## src/rtl/div_sequencer_pkg.sv

```systemverilog
// Shared definitions for the divider sequencer: FSM state encoding,
// default iteration count and iteration-counter width.
package div_pkg;

   // Default number of divider iterations, which is also the operand width
   localparam int N_ITER_DEFAULT = 32;

   // Iteration counter width (covers 0 .. N_ITER_DEFAULT-1)
   localparam int CNT_W = 5;

   typedef enum logic [1:0] {
      S_IDLE = 2'd0,
      S_LOAD = 2'd1,
      S_RUN  = 2'd2,
      S_DONE = 2'd3
   } state_t;

endpackage

```

## src/rtl/div_sequencer_twos_negate.sv

```systemverilog
// Two's complement conditioner: conditional negation or absolute value.
// In abs mode the value's own sign bit selects negation; otherwise neg_en does.
module twos_negate #(
   parameter int W = 32
) (
   input  logic [W-1:0] value,
   input  logic         abs_mode,
   input  logic         neg_en,
   output logic [W-1:0] result
);

   // Select the negate condition, then negate or pass through
   always_comb begin
      logic flip;
      flip   = abs_mode ? value[W-1] : neg_en;
      result = flip ? ({W{1'b0}} - value) : value;
   end

endmodule

```

## src/rtl/div_sequencer.sv

```systemverilog
// Control sequencer for an external iterative divider.
// Accepts a request, conditions the operands, starts the datapath, counts
// N_ITER iterations, captures the quotient/remainder and strobes completion.
// Divide-by-zero is answered directly without starting the datapath.
// Optional feature: define DIV_SIGNED_EN for two's complement operands
// (magnitudes to the divider, sign fixup of quotient and remainder).
module div_sequencer
   import div_pkg::*;
#(
   parameter int N_ITER = N_ITER_DEFAULT
) (
   input  logic              clock,
   input  logic              reset,
   input  logic              ctrl_DIV,
   input  logic [N_ITER-1:0] data_operandA,
   input  logic [N_ITER-1:0] data_operandB,
   output logic [N_ITER-1:0] data_result,
   output logic [N_ITER-1:0] data_remainder,
   output logic              data_exception,
   output logic              data_resultRDY,
   output logic              busy,
   output logic [N_ITER-1:0] div_dividend,
   output logic [N_ITER-1:0] div_divisor,
   output logic              div_start,
   output logic              div_result_rdy,
   input  logic [N_ITER-1:0] div_quotient,
   input  logic [N_ITER-1:0] div_remainder
);

`ifdef DIV_SIGNED_EN
   localparam logic SIGNED_EN = 1'b1;
`else
   localparam logic SIGNED_EN = 1'b0;
`endif

   localparam logic [CNT_W-1:0] CNT_LAST = CNT_W'(N_ITER - 1);

   state_t            state, state_next;
   logic [CNT_W-1:0]  cnt;
   logic [N_ITER-1:0] mag_a, mag_b;
   logic              sign_a, sign_b;
   logic [N_ITER-1:0] abs_a, abs_b, fix_q, fix_r;
   logic              div_by_zero;

   assign div_by_zero = (data_operandB == '0);

   // Operand conditioning: absolute values when signed, pass-through otherwise
   twos_negate #(.W(N_ITER)) u_abs_a (
      .value(data_operandA), .abs_mode(SIGNED_EN), .neg_en(1'b0), .result(abs_a)
   );
   twos_negate #(.W(N_ITER)) u_abs_b (
      .value(data_operandB), .abs_mode(SIGNED_EN), .neg_en(1'b0), .result(abs_b)
   );

   // Result fixup: quotient negative when signs differ, remainder follows dividend
   twos_negate #(.W(N_ITER)) u_fix_q (
      .value(div_quotient), .abs_mode(1'b0), .neg_en(sign_a ^ sign_b), .result(fix_q)
   );
   twos_negate #(.W(N_ITER)) u_fix_r (
      .value(div_remainder), .abs_mode(1'b0), .neg_en(sign_a), .result(fix_r)
   );

   // State register
   // NOTE: all clocked state uses non-blocking assignment so every register
   // samples pre-edge values regardless of block ordering.
   always_ff @(posedge clock or posedge reset) begin
      if (reset) state <= S_IDLE;
      else       state <= state_next;
   end

   // Next-state logic: a request always wins and restarts from any state
   always_comb begin
      // NOTE: default assignment first so no path leaves state_next unassigned
      // (that would infer a latch).
      state_next = state;
      if (ctrl_DIV) begin
         state_next = div_by_zero ? S_DONE : S_LOAD;
      end else begin
         case (state)
            S_IDLE:  state_next = S_IDLE;
            S_LOAD:  state_next = S_RUN;
            S_RUN:   state_next = (cnt == CNT_LAST) ? S_DONE : S_RUN;
            S_DONE:  state_next = S_IDLE;
            default: state_next = S_IDLE;
         endcase
      end
   end

   // Output decode from the current state
   always_comb begin
      div_start      = (state == S_LOAD);
      busy           = (state == S_LOAD) || (state == S_RUN);
      div_result_rdy = (state == S_RUN) && (cnt == CNT_LAST);
      data_resultRDY = (state == S_DONE);
   end

   assign div_dividend = mag_a;
   assign div_divisor  = mag_b;

   // Iteration counter: cleared in LOAD (entry to RUN), saturates at the last count
   always_ff @(posedge clock or posedge reset) begin
      if (reset) begin
         cnt <= '0;
      end else if (state == S_LOAD) begin
         cnt <= '0;
      end else if ((state == S_RUN) && (cnt != CNT_LAST)) begin
         cnt <= cnt + 1'b1;
      end
   end

   // Operand registers: magnitudes and signs sampled with every accepted request
   always_ff @(posedge clock or posedge reset) begin
      if (reset) begin
         mag_a  <= '0;
         mag_b  <= '0;
         sign_a <= 1'b0;
         sign_b <= 1'b0;
      end else if (ctrl_DIV) begin
         mag_a  <= abs_a;
         mag_b  <= abs_b;
         sign_a <= SIGNED_EN & data_operandA[N_ITER-1];
         sign_b <= SIGNED_EN & data_operandB[N_ITER-1];
      end
   end

   // Result registers: divide-by-zero answer on request, datapath capture at the
   // last iteration; otherwise held until the next request produces a result
   always_ff @(posedge clock or posedge reset) begin
      if (reset) begin
         data_result    <= '0;
         data_remainder <= '0;
         data_exception <= 1'b0;
      end else if (ctrl_DIV && div_by_zero) begin
         data_result    <= '0;
         data_remainder <= '0;
         data_exception <= 1'b1;
      end else if (div_result_rdy && !ctrl_DIV) begin
         data_result    <= fix_q;
         data_remainder <= fix_r;
         data_exception <= 1'b0;
      end
   end

endmodule

```

## config.mk

```make
export PLATFORM = sky130hd
export DESIGN_NAME = div_sequencer
export DESIGN_NICKNAME = d
export VERILOG_FILES = /design/src/rtl/div_sequencer_pkg.sv /design/src/rtl/div_sequencer_twos_negate.sv /design/src/rtl/div_sequencer.sv
export SDC_FILE = /design/constraint.sdc
export NUM_CORES = 1
export LEC_CHECK = 0
export CAP_MARGIN = 10
export CORE_MARGIN = 3
export CORE_UTILIZATION = 37
export DETAILED_ROUTE_END_ITERATION = 7
export HOLD_SLACK_MARGIN = 0.03
export PLACE_DENSITY = 0.79
export SLEW_MARGIN = 0
export SYNTH_ARGS = -nofsm -noshare
export SYNTH_HDL_FRONTEND = slang
export SYNTH_SLANG_ARGS = --single-unit
```

## constraint.sdc

```tcl
create_clock -name clock -period 3.95 [get_ports clock]
set_input_delay 0.5925 -clock clock [delete_from_list [all_inputs] [get_ports clock]]
set_output_delay 0.5925 -clock clock [all_outputs]
set_load 0.03 [all_outputs]
```

# --- Yosys cells after proc, flatten, opt, wreduce, memory -nomap -nowiden ---
# Cells that the tools add are included.
word_totals:
  input_bits: 131
  output_inout_bits: 133
  wordCells: 36
  ff_bits: 136
classes:
  n_reduce_logical: 11
  n_mux: 12
  eq_ne: 5
  n_addsub: 1
ops:
  columns: ["operator", "count"]
  rows:
  - ["32-bit two-way mux", 4]
  - ["32-bit zero test", 1]
  - ["5-bit two-way mux", 2]
  - ["2-bit case mux with 3 select lines", 1]
  - ["5-bit by 1-bit adder with 5-bit output (second input constant)", 1]
  - ["5-bit equality test (second input constant)", 1]
  - ["5-bit != test (second input constant)", 1]
  - ["2-bit equality test (second input constant)", 2]
  - ["1-bit logical AND", 4]
  - ["2-bit two-way mux", 2]
  - ["2-bit nonzero test", 2]
  - ["1-bit two-way mux", 3]
  - ["2-bit by 1-bit equality test with 1-bit output (second input constant)", 1]
  - ["2-bit zero test", 1]
  - ["2-bit OR reduction", 1]
  - ["1-bit zero test", 1]
  - ["1-bit logical OR", 1]

# --- Logic depth before layout (Yosys ltp) ---
logic_depth:
  ltp_word: 5
  depth_mapped: 9
  mapped_depth_nobuf: 7

# --- By module ---
# Synthesis repeated with hierarchy kept, for this count alone.
hier_totals:
  hier_cells: 884
  area_unflattened_um2: 8371.8
modules_own_cells:
  columns: ["mod", "area_per_inst_um2", "n_inst", "cells_per_inst", "seq_area_each_um2"]
  rows:
  - ["div_sequencer", 5373.9, 1, 464, 3403.3]
  - ["twos_negate", 749.5, 4, 105, 0.0]

# --- Least setup slack after synthesis ---
# OpenSTA, ideal clock, no wires.
synth_timing:
  path_kind: "register to register"
  startpoint: "reg cnt[0]"
  endpoint: "reg data_result[10]"
  t_required_ps: 3867
  t_arrival_ps: 1790
  setup_time_ps: 83
  period_less_slack_ps: 1872
  n_path_buf: 2
  path_slack_ps: 2078
  path_stages_with_launch: 10
  cell_sequence: "dfrtp_1 ha_1 and3_1 ha_1 nand2_1 or2_2 buf_2 clkbuf_1 nand2_1 o21ai_0"
synth_via:
  elab_chain_cells: 4
synth_lines:
  columns: ["item", "line_no", "text"]
  rows:
  - ["start, declared", "div_sequencer.sv:39", "logic [CNT_W-1:0] cnt;"]
  - ["start signal, assigned", "div_sequencer.sv:107", "cnt <= cnt + 1'b1;"]
  - ["5-bit equality test", "div_sequencer.sv:93", "div_result_rdy = (state == S_RUN) && (cnt == CNT_LAST);"]
  - ["1-bit logical AND", "div_sequencer.sv:93", null]
  - ["1-bit logical AND", "div_sequencer.sv:137", "end else if (div_result_rdy && !ctrl_DIV) begin"]
  - ["2-bit nonzero test (no line)", null, null]
  - ["end signal, assigned", "div_sequencer.sv:138", "data_result <= fix_q;"]
  - ["end, declared", "div_sequencer.sv:17", "output logic [N_ITER-1:0] data_result,"]
# Every way passes these cells.
# A chain may end at the register's enable or synchronous reset.

# --- Worst setup path in the final report ---
layout_timing:
  startpoint: "reg cnt[0]"
  endpoint: "out div_result_rdy"
layout_via:
  elab_chain_cells: 2
layout_lines:
  columns: ["item", "line_no", "text"]
  rows:
  - ["5-bit equality test", "div_sequencer.sv:93", null]
  - ["1-bit logical AND", "div_sequencer.sv:93", null]
  - ["end, declared", "div_sequencer.sv:25", "output logic div_result_rdy,"]
# Every way passes these cells.

==> run metrics <==
Post-Syn Area per Cell=11.60 um^2; largest net degree at the start of global routing=67; r2r setup slk=1.35 ns; ratio of cells with drive above 1 in the final layout=14.44%; Worst EP required=3.36 ns; GRT Overall Usage=19.47%; final period utilization=71.76%; Compound-Gate Fraction of Synth Area=6.244%; min cycle time layout=2.835 ns; DR vias/cell=4.862; Synth Area in XOR/XNOR=0.4893%; post-synthesis mux area share=13.79%; Synth Area in Adders=1.165%; most frequent cells in the layout=clkdlybuf4s50_1 (262), dfrtp_1 (136), nand2_1 (130); critical path endpoint category=output pin; CTS Buffer Depth=2; Die Ht=126.5 um; Slew headroom=19.24%; final setup TNS=0 ns; DRC=0; Cell Int Power=2.985 mW; Worst EP arrival=2.24 ns; Root Driver=clkbuf_16; Mapped Area=5370 um^2; worst setup margin=1.115 ns; Netlist cell types=28; Max Cap Viol=0; net switching power=1.010 mW; hold_ws=0.4749 ns; die area=16,000 um^2; power share of the clock group=42.8%; Die W=126.5 um; WL final=15.28 mm; Layout Skew=0.004585 ns; Top Usage Layer GRT=met2; Routed Antenna Nets=0; RSZ-0062 raised after global routing=false; Sequential Power Share=39.0%; CP Launch Type=flop; Num CTS Buffers=17; worst min-delay path startpoint=data_exception; Worst-Skew Late Latency=0.41 ns; via count=4,444; htree depth=4; grt met2 use=32.07%; r2r startpoint=cnt[0]; number of global-route vias before repair=4,896; commonest non-fill, non-tap cell in the layout=clkdlybuf4s50_1; sequential share of the synthesized area=63.37%; register bit total from synthesis=136; hold crit path type=flop to flop; GPL Wtd Cong=0.8306; # port buffers=263; core area=14,040 um^2; PwrDens=454.1 nW/um^2; final hold violations=0; outcome=finished, final reports clean; P_leak=3.711 nW; CP Class=flop to output pin; # IOs=264; post-cts hold buffer count=0; met3 GRT Util=9.095%; Gate power share=18.2%; Worst-path clk slew=0.06 ns; Max Freq=352.8 MHz; Synth Area in Simple Gates=11.67%; Core Rows=43; warning count from the yosys run=0; setup repair bufs after CTS=0; effective utilization at floorplan=38.24%; CTS tree=done; ANT cells=0; drt initial violations=219; first-pass GRT wire length=24.72 mm; CP max FO=4; initial antenna violation count=0; remaining global-route overflow=0; Placed Area=8147 um^2; Routed WL per cell=16.72 um; Synth-to-Final Area Change=63.82%; number of setup violations in the final report=0; CTS-repair resized insts=0; detailed placer's ending HPWL=11.25 mm; Setup crit start=cnt[0]; pre-CTS worst setup slack=1.039 ns; Worst-Margin Slew=1.211 ns; total power=3.995 mW; Final Cell Area=8797 um^2; met1 Use GR=22.01%; 1st-pass router iterations=4; Max VDD drop=380.0 uV; Clock Sinks=136; Syn Inst Count=463; fin nets=857; Mapped Nets=599; largest family of logic cells by synthesized area=multiplexers; Final Max Slew Viols=0; sw frac=25.27%
-- cell usage after synthesis --
| cell | number | area (um^2) |
|---|---|---|
| o21ai_1 | 1 | 5.000 |
| clkbuf_2 | 2 | 10.01 |
| mux2i_1 | 2 | 20.02 |
| dfrtp_1 | 136 | 3403 |
| buf_6 | 4 | 45.04 |
| xnor2_1 | 1 | 8.760 |
| mux2_2 | 64 | 720.7 |
| nor2b_1 | 1 | 6.260 |
| buf_1 | 2 | 7.510 |
| ha_1 | 5 | 62.56 |
| or3_1 | 1 | 6.260 |
| nor3_2 | 1 | 10.01 |
| nand4_1 | 3 | 18.77 |
| inv_1 | 5 | 18.77 |
| xor2_1 | 2 | 17.52 |
| nor2_1 | 7 | 26.28 |
| nor4_1 | 6 | 37.54 |
| buf_4 | 2 | 15.01 |
| buf_2 | 6 | 30.03 |
| clkbuf_1 | 13 | 48.80 |
| nor4b_2 | 1 | 15.01 |
| nand2_1 | 130 | 488.0 |
| o21ai_0 | 63 | 315.3 |
| and3_1 | 1 | 6.260 |
| nand2b_1 | 1 | 6.260 |
| a21o_1 | 1 | 7.510 |
| or2_2 | 1 | 6.260 |
| o21bai_1 | 1 | 7.510 |
-- cell families after synthesis --
kind of cell / after synthesis
simple gates: 153
flops: 136
compound gates: 66
mux: 66
buf+inv: 34
fa+ha+maj: 5
xor+xnor: 3
-- final cells by class --
| class | count | area [um^2] |
|---|---|---|
| fill | 1072 | 5245 |
| sequential | 136 | 3403 |
| timing repair buffer | 268 | 2690 |
| multi-input combinational | 293 | 1805 |
| clock buffer | 22 | 484.2 |
| tap | 180 | 225.2 |
| clock inverter | 10 | 166.4 |
| inverter | 5 | 22.52 |
-- registers in the layout (all words and copies together) (netlist names) --
| name | flops |
|---|---|
| cnt | 5 |
| data_exception | 1 |
| data_remainder | 32 |
| data_result | 32 |
| div_dividend | 32 |
| div_divisor | 32 |
| state | 2 |
-- routing by layer --
layer,vias up,share of wire [%]
met5,-,0
met4,0,2.3
met3,27,11
met2,218,49
met1,2139,37
li1,2060,-
-- critical path, cell delays in order, from the launching register on --
cell	delay [ns]
dfrtp_1	0.41
ha_1	0.22
and3_1	0.18
ha_1	0.19
nand2_1	0.17
inv_1	0.06
clkdlybuf4s50_1	0.61
-- stage by stage --
stage,std cells,util [%]
after floorplan,463,-
after global placement,882,58.01
after detailed placement,882,58.01
after CTS,914,62.65
after global routing,914,62.65
final,914,62.65
-- final timing paths --
check / depth (start not counted) / endpoint
max in group asynchronous: 3 / div_divisor[13]
worst max-delay path: 6 / div_result_rdy
min in group asynchronous: 2 / data_remainder[27]
worst min register to register: 1 / data_exception
worst max register to register: 7 / data_result[18]
worst min-delay path: 1 / data_exception
-- power groups by stage --
stage / combinational (mW) / sequential [mW] / clock (mW)
global placement: 0.725 / 1.57 / 0
global route: 0.773 / 1.57 / 1.82
floorplan: 0.143 / 1.77 / 0
finish: 0.728 / 1.56 / 1.71
detailed placement: 0.735 / 1.58 / 0
CTS: 0.739 / 1.56 / 1.75
Power figures use the tool's default switching activity.
